### src/rtl/energy_detector_pkg.sv
// Shared types and default widths for the energy_detector decision stage.
package energy_detector_pkg;

  typedef enum logic [1:0] {
    IDLE   = 2'd0,
    MULT   = 2'd1,
    DECIDE = 2'd2
  } state_t;

  localparam int ACC_W_DEFAULT   = 32;
  localparam int THRES_W_DEFAULT = 12;
  localparam int FRAC_W_DEFAULT  = 4;
  localparam int PROD_W_DEFAULT  = ACC_W_DEFAULT + THRES_W_DEFAULT;

endpackage

### src/rtl/energy_detector_if.sv
// Window-sum input and decision output bundle of energy_detector.
interface energy_detector_if import energy_detector_pkg::*; #(
  parameter int ACC_W   = ACC_W_DEFAULT,
  parameter int THRES_W = THRES_W_DEFAULT,
  parameter int M_WIN   = 8,
  localparam int CNT_W  = $clog2(M_WIN + 1)
);

  logic               done;
  logic [ACC_W-1:0]   signal_in;
  logic [ACC_W-1:0]   noise_in;
  logic [THRES_W-1:0] thres;
  logic               busy;
  logic               valid;
  logic               hit;
  logic               detect;
  logic [CNT_W-1:0]   hit_count;
  logic [ACC_W-1:0]   signal_latch;

  modport master (
    output done, signal_in, noise_in, thres,
    input  busy, valid, hit, detect, hit_count, signal_latch
  );

  modport slave (
    input  done, signal_in, noise_in, thres,
    output busy, valid, hit, detect, hit_count, signal_latch
  );

endinterface

### src/rtl/energy_detector_shift_add_mult.sv
// Iterative unsigned shift-add multiplier, one multiplier bit per cycle, LSB first.
module shift_add_mult import energy_detector_pkg::*; #(
  parameter int  A_W   = ACC_W_DEFAULT,
  parameter int  B_W   = THRES_W_DEFAULT,
  localparam int P_W   = A_W + B_W,
  localparam int CNT_W = $clog2(B_W + 1)
) (
  input  logic           clk,
  input  logic           aclr,
  input  logic           start,
  input  logic [A_W-1:0] a,
  input  logic [B_W-1:0] b,
  output logic [P_W-1:0] product,
  output logic           done_pulse
);

  logic [CNT_W-1:0] cnt;
  logic [P_W-1:0]   a_sh;
  logic [B_W-1:0]   b_sh;

  always_ff @(posedge clk or posedge aclr) begin
    if (aclr)            cnt <= '0;
    else if (start)      cnt <= CNT_W'(B_W);
    else if (cnt != '0)  cnt <= cnt - CNT_W'(1);
  end

  always_ff @(posedge clk) begin
    if (start) begin
      a_sh    <= P_W'(a);
      b_sh    <= b;
      product <= '0;
    end else if (cnt != '0) begin
      if (b_sh[0]) product <= product + a_sh;
      a_sh <= a_sh << 1;
      b_sh <= b_sh >> 1;
    end
  end

  // Flags the final iteration, so product is complete after the coming edge.
  assign done_pulse = (cnt == CNT_W'(1));

endmodule

### src/rtl/energy_detector.sv
// Window energy decision with N-of-M persistence filter.
// Optional ENERGY_DETECTOR_OVERRUN_EN adds a saturating dropped-window counter.
module energy_detector import energy_detector_pkg::*; #(
  parameter int ACC_W   = ACC_W_DEFAULT,
  parameter int THRES_W = THRES_W_DEFAULT,
  parameter int FRAC_W  = FRAC_W_DEFAULT,
  parameter int M_WIN   = 8,
  parameter int N_HIT   = 5
) (
  input  logic             clk,
  input  logic             aclr,
  energy_detector_if.slave io
`ifdef ENERGY_DETECTOR_OVERRUN_EN
  ,
  output logic [7:0]       overrun_cnt
`endif
);

  localparam int PROD_W = ACC_W + THRES_W;
  localparam int CNT_W  = $clog2(M_WIN + 1);

  state_t            state, next_state;
  logic              start, decide, busy_d, mult_last;
  logic [PROD_W-1:0] product;
  logic [ACC_W-1:0]  sig_p0;
  logic [M_WIN-1:0]  hist, hist_new;
  logic              hit_new;
  logic [CNT_W-1:0]  cnt_new;

  function automatic logic exceeds(input logic [ACC_W-1:0] s, input logic [PROD_W-1:0] p);
    return PROD_W'({s, {FRAC_W{1'b0}}}) > p;
  endfunction

  function automatic logic [CNT_W-1:0] popcount(input logic [M_WIN-1:0] h);
    logic [CNT_W-1:0] c;
    c = '0;
    for (int i = 0; i < M_WIN; i++) c = c + CNT_W'(h[i]);
    return c;
  endfunction

  always_ff @(posedge clk or posedge aclr) begin
    if (aclr) state <= IDLE;
    else      state <= next_state;
  end

  always_comb begin
    next_state = state;
    case (state)
      IDLE:    if (io.done) next_state = MULT;
      MULT:    if (mult_last) next_state = DECIDE;
      DECIDE:  next_state = IDLE;
      default: next_state = IDLE;
    endcase
  end

  always_comb begin
    start  = (state == IDLE) && io.done;
    decide = (state == DECIDE);
    busy_d = (next_state != IDLE);
  end

  shift_add_mult #(.A_W(ACC_W), .B_W(THRES_W)) u_mult (
    .clk        (clk),
    .aclr       (aclr),
    .start      (start),
    .a          (io.noise_in),
    .b          (io.thres),
    .product    (product),
    .done_pulse (mult_last)
  );

  // Capture stage: noise and threshold are held inside the multiplier.
  always_ff @(posedge clk) begin
    if (start) sig_p0 <= io.signal_in;
  end

  assign hit_new  = exceeds(sig_p0, product);
  assign hist_new = {hist[M_WIN-2:0], hit_new};
  assign cnt_new  = popcount(hist_new);

  // Decision stage: all outputs registered and held between decisions.
  always_ff @(posedge clk or posedge aclr) begin
    if (aclr) begin
      io.busy         <= 1'b0;
      io.valid        <= 1'b0;
      io.hit          <= 1'b0;
      io.detect       <= 1'b0;
      io.hit_count    <= '0;
      io.signal_latch <= '0;
      hist            <= '0;
    end else begin
      io.busy  <= busy_d;
      io.valid <= decide;
      if (decide) begin
        hist            <= hist_new;
        io.hit          <= hit_new;
        io.hit_count    <= cnt_new;
        io.detect       <= (cnt_new >= CNT_W'(N_HIT));
        io.signal_latch <= sig_p0;
      end
    end
  end

`ifdef ENERGY_DETECTOR_OVERRUN_EN
  always_ff @(posedge clk or posedge aclr) begin
    if (aclr)
      overrun_cnt <= 8'h00;
    else if (io.done && (state != IDLE) && (overrun_cnt != 8'hFF))
      overrun_cnt <= overrun_cnt + 8'd1;
  end
`endif

endmodule

### src/flat_wrapper.sv
// flat-port wrapper written by rule: the top's interface ports become plain ports
module energy_detector_flat import energy_detector_pkg::*;
#(
  parameter int ACC_W   = ACC_W_DEFAULT,
  parameter int THRES_W = THRES_W_DEFAULT,
  parameter int FRAC_W  = FRAC_W_DEFAULT,
  parameter int M_WIN   = 8,
  parameter int N_HIT   = 5
)
  (clk, aclr, io_done, io_signal_in, io_noise_in, io_thres, io_busy, io_valid, io_hit, io_detect, io_hit_count, io_signal_latch);
  energy_detector_if #(.ACC_W(ACC_W), .THRES_W(THRES_W), .M_WIN(M_WIN)) io_i ();
  input  logic clk;
  input  logic aclr;
  input wire logic [$bits(io_i.done)-1:0] io_done;
  input wire logic [$bits(io_i.signal_in)-1:0] io_signal_in;
  input wire logic [$bits(io_i.noise_in)-1:0] io_noise_in;
  input wire logic [$bits(io_i.thres)-1:0] io_thres;
  output wire logic [$bits(io_i.busy)-1:0] io_busy;
  output wire logic [$bits(io_i.valid)-1:0] io_valid;
  output wire logic [$bits(io_i.hit)-1:0] io_hit;
  output wire logic [$bits(io_i.detect)-1:0] io_detect;
  output wire logic [$bits(io_i.hit_count)-1:0] io_hit_count;
  output wire logic [$bits(io_i.signal_latch)-1:0] io_signal_latch;
  assign io_i.done = io_done;
  assign io_i.signal_in = io_signal_in;
  assign io_i.noise_in = io_noise_in;
  assign io_i.thres = io_thres;
  assign io_busy = io_i.busy;
  assign io_valid = io_i.valid;
  assign io_hit = io_i.hit;
  assign io_detect = io_i.detect;
  assign io_hit_count = io_i.hit_count;
  assign io_signal_latch = io_i.signal_latch;
  energy_detector #(.ACC_W(ACC_W), .THRES_W(THRES_W), .FRAC_W(FRAC_W), .M_WIN(M_WIN), .N_HIT(N_HIT)) u_core (.clk(clk), .aclr(aclr), .io(io_i));
endmodule
### config.mk
export PLATFORM = sky130hd
export DESIGN_NAME = energy_detector_flat
export DESIGN_NICKNAME = d
export VERILOG_FILES = /design/src/rtl/energy_detector_pkg.sv /design/src/rtl/energy_detector_if.sv /design/src/rtl/energy_detector_shift_add_mult.sv /design/src/rtl/energy_detector.sv /design/src/flat_wrapper.sv
export SDC_FILE = /design/constraint.sdc
export NUM_CORES = 1
export LEC_CHECK = 0
export ABC_AREA = 1
export CAP_MARGIN = 30
export CORE_MARGIN = 2
export CORE_UTILIZATION = 55
export DETAILED_ROUTE_END_ITERATION = 7
export GPL_TIMING_DRIVEN = 0
export PLACE_DENSITY = 0.74
export SETUP_SLACK_MARGIN = 0.02
export SKIP_CTS_REPAIR_TIMING = 1
export SLEW_MARGIN = 20
export SYNTH_ARGS = -nofsm -noshare
export SYNTH_HDL_FRONTEND = slang
export SYNTH_SLANG_ARGS = --single-unit
### constraint.sdc
create_clock -name clk -period 5.3 [get_ports clk]
set_input_delay 1.06 -clock clk [delete_from_list [all_inputs] [get_ports clk]]
set_output_delay 1.06 -clock clk [all_outputs]
set_load 0.01 [all_outputs]
Yosys cells after proc, flatten, opt, wreduce, memory -nomap -nowiden
Cells that the tools add are included.
{"block": "op_classes", "n_addsub": 9, "shifts": 0, "n_eq_ne": 3, "n_lt_le_gt_ge": 2, "n_bitwise": 0, "n_div": 0, "mux": 9, "multipliers": 0, "n_reduce_logical": 6}
{"cell": "$mux 32", "count": 2}
{"cell": "$add 44x44->44", "count": 1}
{"cell": "$gt 36x44->1", "count": 1}
{"cell": "$mux 12", "count": 2}
{"cell": "$add 4x1->4", "count": 5}
{"cell": "$mux 4", "count": 2}
{"cell": "$eq 4x1->1 const B", "count": 1}
{"cell": "$ge 4x3->1 const B", "count": 1}
{"cell": "$mux 2", "count": 2}
{"cell": "$pmux 2 s2", "count": 1}
{"cell": "$reduce_bool 2->1", "count": 2}
{"cell": "$reduce_bool 4->1", "count": 1}
{"cell": "$sub 4x1->4 const B", "count": 1}
{"cell": "$add 2x1->3", "count": 1}
{"cell": "$add 1x1->2", "count": 1}
{"cell": "$eq 2x1->1 const B", "count": 1}
{"cell": "$eq 2x2->1 const B", "count": 1}
{"cell": "$logic_not 2->1", "count": 1}
{"cell": "$reduce_and 2->1", "count": 1}
{"cell": "$logic_and 1x1->1", "count": 1}
{"block": "totals", "n_memories": 0, "latch_bits": 0, "ram_bits": 0, "out_inout_bits": 40, "register_bits": 185, "mem_bits_ro": 0, "word_cells": 43}

Depth between registers and ports, before layout
{"block": "logic_depth", "ltp_word": 9, "depth_mapped": 21, "mapped_depth_nobuf": 21}

Cells and area by module
Synthesis repeated with hierarchy kept, for this count alone.
{"block": "unflattened", "hier_cells": 1673, "area_unflattened_um2": 11788.8}
{"mod": "shift_add_mult", "cells_each": 1236, "area_each_um2": 7731.2, "n_inst": 1}
{"mod": "energy_detector", "cells_each": 437, "area_each_um2": 4057.6, "n_inst": 1}

Worst setup path before layout
OpenSTA, ideal clock, no wires.
{"block": "synth_path", "path_type": "register to register", "from": "register u_core.sig_p0[21]", "to": "register u_core.io.detect", "required_time_ps": 5166, "path_stages_with_launch": 17, "setup_time_ps": 134, "setup_slack_ps": 1358, "arrival_ps": 3809, "cell_sequence": "edfxtp_1 > ha_1 > nand2_1 > or4_1 > nor2_1 > nand2_1 > nand2_1 > nand2_1 > fa_1 > fa_1 > fa_1 > inv_1 > ha_1 > fa_1 > xor2_1 > nand2_1 > nand3_1"}
{"block": "synth_between", "elab_chain_cells": 9}
{"item": "start, declared", "line": "energy_detector.sv:25", "text": "logic [ACC_W-1:0] sig_p0;"}
{"item": "start signal, assigned", "line": "energy_detector.sv:74", "text": "if (start) sig_p0 <= io.signal_in;"}
{"item": "$gt 36x44->1", "line": "energy_detector.sv:31", "text": "return PROD_W'({s, {FRAC_W{1'b0}}}) > p;"}
{"item": "$add 1x1->2", "line": "energy_detector.sv:37", "text": "for (int i = 0; i < M_WIN; i++) c = c + CNT_W'(h[i]);"}
{"item": "$add 2x1->3", "line": "energy_detector.sv:37"}
{"item": "$add 4x1->4 (5 in a row)", "line": "energy_detector.sv:37"}
{"item": "$ge 4x3->1", "line": "energy_detector.sv:98", "text": "io.detect <= (cnt_new >= CNT_W'(N_HIT));"}
{"item": "end signal, assigned", "line": "energy_detector.sv:98"}
{"item": "end, declared", "line": "energy_detector_if.sv:27", "text": "output busy, valid, hit, detect, hit_count, signal_latch"}
Every way passes these cells.
A chain may end at the register's enable or synchronous reset.

Worst setup path after layout
{"block": "layout_path", "from": "register u_core.sig_p0[21]", "to": "register u_core.io.detect"}
{"block": "layout_between", "elab_chain_cells": 9}
{"item": "$gt 36x44->1", "line": "energy_detector.sv:31"}
{"item": "$add 1x1->2", "line": "energy_detector.sv:37"}
{"item": "$add 2x1->3", "line": "energy_detector.sv:37"}
{"item": "$add 4x1->4 (5 in a row)", "line": "energy_detector.sv:37"}
{"item": "named net u_core.cnt_new[1]", "line": "energy_detector.sv:28", "text": "logic [CNT_W-1:0] cnt_new;"}
{"item": "$ge 4x3->1", "line": "energy_detector.sv:98"}
The timed path passes the listed nets, and every way through them passes these cells.

==> results.toml <==
[status]
status = "finished, final reports clean"

[cells_and_area]
final_area_mm2 = 0.0135
antenna_cells = 0
nets = 1887
syn2layout_area_growth_pct = 18.7
layout-drive-gt1-share = 0.0450

[sta]
timing.final.crit_share = 0.805
max_slew_margin = 0.499
slew_viol_final = 0
hold_viol_final = 0
max_freq_ghz = 0.234
finalSetupViolCount = 0
fin_crit_ns = 4.27
worst_slew_pin_slew_ns = 0.751
rsz0062_at_grt = "false"
skew_ns = 0.0110
tns_ns = 0

[grt]
grt_max_degree = 54
grt_use_total = 0.277
grt_antenna_before_repair = 0
grt_overflow = 0
grt_first_pass_wirelength_um = 47500
grt_pass1_vias = 9721

[detailed_routing]
post_drt_wl_per_cell_um = 14.8
topRoutingLayerUsed = "met4"
wl_met1_um = 13900
wl_met3_um = 1420
drt_iter0_drc = 725
drc = 0
via_per_inst = 5.06
antenna_left = 0
vias = 10147
totalWireLength_um = 29700
dr.pass1.iters = 7
wl_met2_um = 13600

[die]
ios = 119
core_mm2 = 0.0203
dieHeight_um = 148
dieArea_mm2 = 0.0219
std_cell_rows = 52
fp.dieW_um = 148
start_util = 0.562

[synth]
netlist_instances = 1583
syn_area_mm2 = 0.0114
syn_area_per_cell_um2 = 7.20
ys_ff_latch = 184
seq_area_frac_synth = 0.413
syn_nets = 1748
ys_warn_count = 0
yosysUniqueCellTypes = 35

[critical_path]
worstSetupStartpointType = "register"
worstRegToRegCells = 17
path_max_fanout = 2
worstPathArrival_ns = 4.59
crit_path_end_kind = "register"
worstPathRequired_ns = 5.62
path_class = "reg2reg"

[worst_hold_path]
min_path_cells = 2
hp-class = "reg2reg"

[power_and_ir_drop]
power.density_mw_per_mm2 = 671
irDropWorstVdd_v = 0.000294
leakagePower_uw = 0.00702

[placed_design]
placed_area_mm2 = 0.0129
io_buffers = 118
routabilityCongestion = 0.957
dp_hpwl_um = 23400

[run]
cap_viol_max_count = 0

[clocking]
clkLatencyLatePin_ns = 0.45
clkTransAtPathRegs_ns = 0.08
cts_tree = "yes"
root_buffer = "clkbuf_16"
htreeDepth = 4
cts_made_buffers = 17
cts_sinks = 184
clk_path_buf_depth = 2
[final timing paths]
check / from / slack, ns / to
worst max-delay path: u_core.sig_p0[21]$_DFFE_PP_ / 1.03 / u_core.io.detect$_DFFE_PP0P_
worst min-delay path: u_core.io.signal_latch[28]$_DFFE_PP0P_ / 0.47 / u_core.io.signal_latch[28]$_DFFE_PP0P_
worst max register to register: u_core.sig_p0[21]$_DFFE_PP_ / 1.03 / u_core.io.detect$_DFFE_PP0P_
worst min register to register: u_core.io.signal_latch[28]$_DFFE_PP0P_ / 0.47 / u_core.io.signal_latch[28]$_DFFE_PP0P_
max in group asynchronous: aclr / 3.77 / u_core.hist[2]$_DFFE_PP0P_
min in group asynchronous: aclr / 1.07 / u_core.io.signal_latch[5]$_DFFE_PP0P_
[logic make-up after synthesis]
logic type	after synthesis	synth area share
simple gates	815	0.291
buf+inv	310	0.103
compound gates	161	0.0746
fa+ha+maj	86	0.0977
xor+xnor	27	0.0207
flops	184	0.413
[layer usage]
layer | vias up | GRT usage
met3 | 51 | 0.0407
met5 | - | 0
met1 | 4636 | 0.373
met4 | 0 | 0.0976
li1 | 5203 | -
met2 | 257 | 0.457
[worst max-delay path: stages (launching register included)]
cell and delay, ns:
edfxtp_1 0.45, ha_1 0.33, nand2_1 0.07, or4_1 0.52
nor2_1 0.14, nand2_1 0.07, nand2_1 0.05, nand2_1 0.06
fa_1 0.54, fa_1 0.44, fa_1 0.49, inv_1 0.04
ha_1 0.20, fa_1 0.45, nand2_1 0.11, nand2_1 0.06
nand2_1 0.05, nand3_1 0.06
[placed cells by master, fill, tap and decap left out, drive strengths merged, types with 24 or more instances in the layout]
cell type        n
nand2          612
inv            284
clkdlybuf4s50  118
nor2           112
a21oi           85
ha              81
edfxtp          76
nand3           67
dfxtp           56
dfrtp           52
o21ai           52
clkbuf          43
xor2            24
[layout make-up]
type,count,area [um^2]
Fill cell,1914,6770
Multi-Input combinational cell,1089,5520
Sequential cell,184,4700
Timing Repair Buffer,120,1210
Inverter,276,1040
Clock buffer,18,429
Tap cell,270,338
Clock inverter,14,153
Buffer,34,143
[power by group]
group	internal [uW]	total [uW]	leakage (uW)	switching, uW
clock	634	1290	0.000287	652
combinational	1920	5280	0.00485	3360
sequential	2170	2520	0.00189	352
total	4720	9080	0.00702	4360
[stage by stage]
| step | utilization | total power [uW] | instances | worst slack [ns] | hold WS, ns |
|---|---|---|---|---|---|
| CTS | 0.666 | 9050 | 2004 | 0.971 | 0.477 |
| finish | 0.667 | 9080 | 2005 | 1.03 | 0.470 |
| global placement | 0.636 | 7600 | 1971 | 0.733 | 0.453 |
| detailed placement | 0.638 | 7730 | 1972 | 0.972 | 0.458 |
| floorplan | - | 6180 | 1583 | 1.36 | 0.453 |
| global route | 0.667 | 9900 | 2005 | 0.817 | 0.496 |
[synth_stat cells]
master,instances,area share
nor2_4,5,0.0049
nor3_1,8,0.0035
nor2_1,99,0.033
or2_2,1,0.00055
a211oi_1,1,0.00066
dfxtp_1,56,0.098
or4_1,1,0.00066
ha_1,81,0.089
o21bai_1,6,0.0040
a21oi_1,85,0.037
nand2_1,604,0.20
nand3_2,10,0.0088
a31oi_1,1,0.00055
nand4_1,10,0.0055
o22ai_1,11,0.0060
inv_1,274,0.090
and2_1,1,0.00055
nor2_2,8,0.0044
nor4_1,3,0.0016
inv_2,2,0.00066
buf_2,8,0.0035
o211ai_1,2,0.0013
fa_1,5,0.0088
xor2_1,24,0.018
nand2_2,8,0.0044
o21ai_1,2,0.00088
buf_1,2,0.00066
a21o_1,1,0.00066
o21a_1,2,0.0013
nand3_1,57,0.025
xnor2_1,3,0.0023
o21ai_0,50,0.022
clkbuf_1,24,0.0079
dfrtp_1,52,0.11
edfxtp_1,76,0.20
[sequential cells by signal, summed over array words and instances (netlist names)]
name and cells:
u_core.hist 7, u_core.io.busy 1, u_core.io.detect 1, u_core.io.hit_count 4, u_core.io.signal_latch 32, u_core.io.valid 1, u_core.sig_p0 32, u_core.state 2
u_core.u_mult.a_sh 44, u_core.u_mult.b_sh 12, u_core.u_mult.cnt 4, u_core.u_mult.product 44
Note: power is estimated with default switching activity, not from simulation.
